### config.mk
export PLATFORM = sky130hd
export DESIGN_NAME = req_arbiter
export DESIGN_NICKNAME = d
export VERILOG_FILES = /design/src/rtl/arb_pkg.sv /design/src/rtl/pri_pick4.sv /design/src/rtl/req_arbiter.sv
export SDC_FILE = /design/constraint.sdc
export NUM_CORES = 1
export LEC_CHECK = 0
export ABC_CLOCK_PERIOD_IN_PS = 5400
export CORE_ASPECT_RATIO = 1.2
export CORE_UTILIZATION = 58
export DETAILED_ROUTE_END_ITERATION = 8
export MAX_ROUTING_LAYER = met4
export PLACE_DENSITY = 0.83
export REMOVE_ABC_BUFFERS = 1
export SLEW_MARGIN = 15
export SYNTH_ARGS = -nofsm -noshare
export SYNTH_HDL_FRONTEND = slang
export SYNTH_SLANG_ARGS = --single-unit
### constraint.sdc
create_clock -name clk -period 5.4 [get_ports clk]
set_clock_uncertainty 0.05 [all_clocks]
set_input_delay 1.08 -clock clk [delete_from_list [all_inputs] [get_ports clk]]
set_output_delay 1.08 -clock clk [all_outputs]
set_load 0.01 [all_outputs]
### src/rtl/arb_pkg.sv
// rtl/arb_pkg.sv - shared constants, state type and priority helper for the request arbiter
package arb_pkg;

  localparam int NREQ = 4;

  localparam logic MODE_FIXED = 1'b0;
  localparam logic MODE_RR    = 1'b1;

  typedef enum logic {ARB_IDLE, ARB_GRANT} arb_state_t;

  // Index of the highest set bit; 0 when the vector is empty (callers gate with |v).
  function automatic logic [1:0] enc_hi4(input logic [3:0] v);
    logic [1:0] idx;
    idx = 2'd0;
    if (v[3])      idx = 2'd3;
    else if (v[2]) idx = 2'd2;
    else if (v[1]) idx = 2'd1;
    return idx;
  endfunction

endpackage

### src/rtl/pri_pick4.sv
// rtl/pri_pick4.sv - combinational winner pick, fixed priority or round-robin
// Ports:
//   cand      in  4  candidate request vector
//   mode      in  1  MODE_FIXED / MODE_RR
//   last      in  2  previous winner; round-robin search starts at last+1
//   win_id    out 2  index of the winner
//   win_valid out 1  any candidate present
module pri_pick4
  import arb_pkg::*;
(
  input  logic [NREQ-1:0] cand,
  input  logic            mode,
  input  logic [1:0]      last,
  output logic [1:0]      win_id,
  output logic            win_valid
);

  logic [NREQ-1:0] rot;
  logic [1:0]      base;
  logic [1:0]      idx;
  logic [1:0]      hi;
  logic [1:0]      rr_id;

  // Rotate so that requester last+1 lands on bit 3 (highest priority), last+2 on
  // bit 2 and so on; the fixed encoder then finds the first in search order.
  always_comb begin
    rot  = '0;
    idx  = 2'd0;
    base = last + 2'd1;
    for (int k = 0; k < NREQ; k++) begin
      idx = base + k[1:0];
      rot[NREQ-1-k] = cand[idx];
    end
    hi    = enc_hi4(rot);
    rr_id = base + (2'd3 - hi);
  end

  assign win_valid = |cand;
  assign win_id    = (mode == MODE_RR) ? rr_id : enc_hi4(cand);

endmodule

### src/rtl/req_arbiter.sv
// rtl/req_arbiter.sv - four-requester arbiter with hold limit and registered grant
// Ports:
//   clk       in  1  rising-edge clock
//   rst_n     in  1  synchronous active-low reset
//   req       in  4  level-sensitive request vector
//   mode      in  1  0 fixed priority (bit 3 highest), 1 round-robin
//   gnt       out 4  one-hot grant, zero when idle
//   gnt_id    out 2  index of granted requester, zero when idle
//   gnt_valid out 1  grant active
module req_arbiter
  import arb_pkg::*;
#(
  parameter int MAX_HOLD = 8
) (
  input  logic            clk,
  input  logic            rst_n,
  input  logic [NREQ-1:0] req,
  input  logic            mode,
  output logic [NREQ-1:0] gnt,
  output logic [1:0]      gnt_id,
  output logic            gnt_valid
);

  localparam int             HW   = $clog2(MAX_HOLD + 1);
  localparam logic [HW-1:0]  HMAX = HW'(MAX_HOLD);

  arb_state_t      state, state_n;
  logic [1:0]      own, own_n;
  logic [1:0]      last, last_n;
  logic [HW-1:0]   hcnt, hcnt_n;

  logic [NREQ-1:0] own_mask;
  logic            own_req;
  logic            others;
  logic            expire;
  logic [NREQ-1:0] cand;
  logic [1:0]      win_id;
  logic            win_valid;

  assign own_mask = NREQ'(1) << own;
  assign own_req  = req[own];
  assign others   = |(req & ~own_mask);
  // hcnt saturates at HMAX, so reaching it with a live owner and a competitor is expiry.
  assign expire   = (state == ARB_GRANT) && own_req && (hcnt == HMAX) && others;
  // A release re-arbitrates over everyone, including a re-requesting owner.
  assign cand     = expire ? (req & ~own_mask) : req;

  pri_pick4 u_pick (
    .cand      (cand),
    .mode      (mode),
    .last      (last),
    .win_id    (win_id),
    .win_valid (win_valid)
  );

  always_comb begin
    state_n = state;
    own_n   = own;
    last_n  = last;
    hcnt_n  = hcnt;
    case (state)
      ARB_IDLE: begin
        if (win_valid) begin
          state_n = ARB_GRANT;
          own_n   = win_id;
          last_n  = win_id;
          hcnt_n  = HW'(1);
        end
      end
      ARB_GRANT: begin
        if (own_req && !expire) begin
          if (hcnt != HMAX) hcnt_n = hcnt + HW'(1);
        end else if (win_valid) begin
          own_n  = win_id;
          last_n = win_id;
          hcnt_n = HW'(1);
        end else begin
          state_n = ARB_IDLE;
          hcnt_n  = '0;
        end
      end
      default: state_n = ARB_IDLE;
    endcase
  end

  always_ff @(posedge clk) begin
    if (!rst_n) begin
      state     <= ARB_IDLE;
      own       <= 2'd0;
      last      <= 2'd3;
      hcnt      <= '0;
      gnt       <= '0;
      gnt_id    <= 2'd0;
      gnt_valid <= 1'b0;
    end else begin
      state     <= state_n;
      own       <= own_n;
      last      <= last_n;
      hcnt      <= hcnt_n;
      // Outputs are registered from next-state so they line up with the new owner.
      gnt_valid <= (state_n == ARB_GRANT);
      gnt_id    <= (state_n == ARB_GRANT) ? own_n : 2'd0;
      gnt       <= (state_n == ARB_GRANT) ? (NREQ'(1) << own_n) : '0;
    end
  end

endmodule

==> reports/qor.yml <==
hold_depth: 2
irDropWorstVdd_uv: 261
slowest_stage: "or4b_4"
dp_slack_ns: 1.21
max_freq_ghz: 0.255
critPathRequiredTime_ns: 5.59
p_comb_frac: 0.321
seqPwrFrac: 0.470
synth_top_family_by_area: "compound AO/OA/AOI/OAI gates"
synth-xor-area-share: 0
worst-path-max-fanout: 10
fp.dieW_um: 41.5
synth_adder_area_share: 0.0346
drt_iter0_markers: 26
worst_pin_slew_ns: 0.949
postCtsSetupBuffers: 0
cp_slowest_stage_delay_ns: 0.62
num_vias: 1064
period_needed_ns: 3.93
finalCritPeriodShare: 0.727
clock_path_buffers: 2
fin_ws_ns: 1.47
grt_overflow: 0
critPathKind: "in -> reg"
syn-instance-count: 130
grt_usage: 0.265
io_pins: 14
crit_chain: "clkdlybuf4s50_1, or4b_4, a41oi_2, nor3_1, a31oi_1, o21ai_0, ha_1, and2_1, a311o_1, nand3_1, nand3_1, and3b_1"
rsz0062_at_grt: "no"
cts_tree: "built"
relSlewSlack: 0.357
p_leak_nw: 0.470
final_hold_viol_count: 0
synthTopCellsByCount: "dfxtp_1, nand2_1, inv_1, nor2_1"
drc_errors: 0
rows: 16
cts_resized: 0
synth_simple_gate_area_share: 0.298
dpl.hpwl_um: 1810
clkPwrFrac: 0.209
crit_cells: 12
synth_mux_area_frac: 0.0346
ys_types: 53
die_area_um2: 2050
viasPerCell: 6.69
status: "completed"
yosysTopAreaCell: "dfxtp_1"
layout-drive-gt1-share: 0.0922
synth_area_um2: 1080
first_pass_iters: 4
fin_nets: 152
wirelength_um: 2460
fp.dieH_um: 49.3
path_delay_family: "simple AND/OR/NAND/NOR gates"
antennaDiodeCount: 0
reg2reg_setup_slack_ns: 2.16
antenna_found_initial: 0
cp_num_buf_inv: 1
grt_pass1_vias: 1041
antenna_left: 0
power.density_nw_per_um2: 248
internal_power_mw: 0.200
startpoint_type: "input pin"
cts_num_sinks: 15
synth_flop_cell: "dfxtp_1"
grt_pass1_wl_um: 4240
coreArea_um2: 1680
root_buffer: "clkbuf_4"
whs_ns: 0.482
syn_area_per_cell_um2: 8.33
min_path_type: "reg -> reg"
synth_area_leaders: "dfxtp_1, a21boi_0, nand2_1, ha_1, nand3_1"
synth-seq-area-share: 0.277
start_util: 0.644
synth_compound_area_frac: 0.298
final_max_slew_viol_count: 0
clkTransAtPathRegs_ns: 0.09
synth_edf_count: 0
critPathArrivalTime_ns: 4.12
clk_latency_ns: 0.29
async_flop_share: 0
max_cap_violations: 0
cts_buffers: 3
p_sw_frac: 0.346
setup_tns_ns: 0
end_kind: "flop"
synth-seq-cells: 15
reg2regPathDepth: 13
synth_top_area_frac: 0.277
drt-wirelength-per-cell_um: 15.5
synth.most_common_cell: "dfxtp_1"
synth_warnings: 0
p_sw_mw: 0.106
htreeDepth: 1
syn2layout_area_growth_pct: 13.6
grt_start_max_net_pins: 18
path_common_cell: "nand3_1"
port_buffers: 13
globalplace.congestion: 0.845
cts_hold_buffers: 0
finalCoreUtilization: 0.732
setup_viol: 0
## layout by cell type, fill, tap and decap left out, types with 4 or more instances in the layout
| cell type | n |
|---|---|
| inv_1 | 8 |
| nand2_1 | 12 |
| nor2_1 | 8 |
| dfxtp_1 | 15 |
| o21ai_0 | 4 |
| nor3_1 | 5 |
| a21boi_0 | 6 |
| clkdlybuf4s50_1 | 13 |
| a21oi_1 | 5 |
| nand3_1 | 6 |
## metal layers
metal	global-route usage	vias to the layer above	part of all wire
li1	-	523	-
met5	-	-	0
met2	0.445	34	0.50
met4	0.156	0	0.017
met1	0.301	502	0.43
met3	0.0259	5	0.049
## logic make-up (layout without fill, tap and decap cells)
group | after synthesis | in the layout
AOI/OAI and AO/OA | 40 | 40
adders and majority gates | 3 | 3
and+or+nand+nor | 56 | 56
DFF | 15 | 15
buffers and inverters | 14 | 25
muxes | 2 | 2
## power groups by stage
| stage | combinational, mW | sequential (mW) | clock, mW |
|---|---|---|---|
| 2_1_floorplan | 0.0601 | 0.144 | 0 |
| 3_3_place_gp | 0.0947 | 0.145 | 0 |
| 3_5_place_dp | 0.0967 | 0.146 | 0 |
| 4_1_cts | 0.0976 | 0.143 | 0.0662 |
| 5_1_grt | 0.108 | 0.147 | 0.0706 |
| 6_report | 0.0982 | 0.144 | 0.0640 |
## state kept, by name, indices dropped and copies added, names as in the netlist
signal / flops
last: 2
state: 1
hcnt: 4
own: 2
gnt: 4
gnt_id: 2
## tightest hold or removal path, cell delays in order (launching register included)
cell and delay [ns]:
dfxtp_1 0.35, nand2_1 0.06, a21boi_0 0.07
## layout make-up
cell class,count,area [um^2]
inverter,8,30.0
sequential,15,300
timing repair buffer,13,130
fill,134,450
multi-input combinational,101,721
clock buffer,3,22.5
clock inverter,1,5.00
tap,18,22.5
## per-stage QoR
| stage | total power [mW] | std cells | instance area, um^2 |
|---|---|---|---|
| finish | 0.306 | 159 | 1230 |
| global route | 0.325 | 159 | 1230 |
| CTS | 0.307 | 159 | 1230 |
| detailed placement | 0.243 | 155 | 1200 |
| global placement | 0.240 | 155 | 1200 |
| floorplan | 0.204 | 124 | 1050 |
## path summary, 6_finish.rpt
kind         startpoint  endpoint
max              req[0]    gnt[0]
min             hcnt[0]   hcnt[0]
max reg2reg     hcnt[0]    gnt[0]
min reg2reg     hcnt[0]   hcnt[0]
No activity file was read; power rests on OpenSTA's default activity.
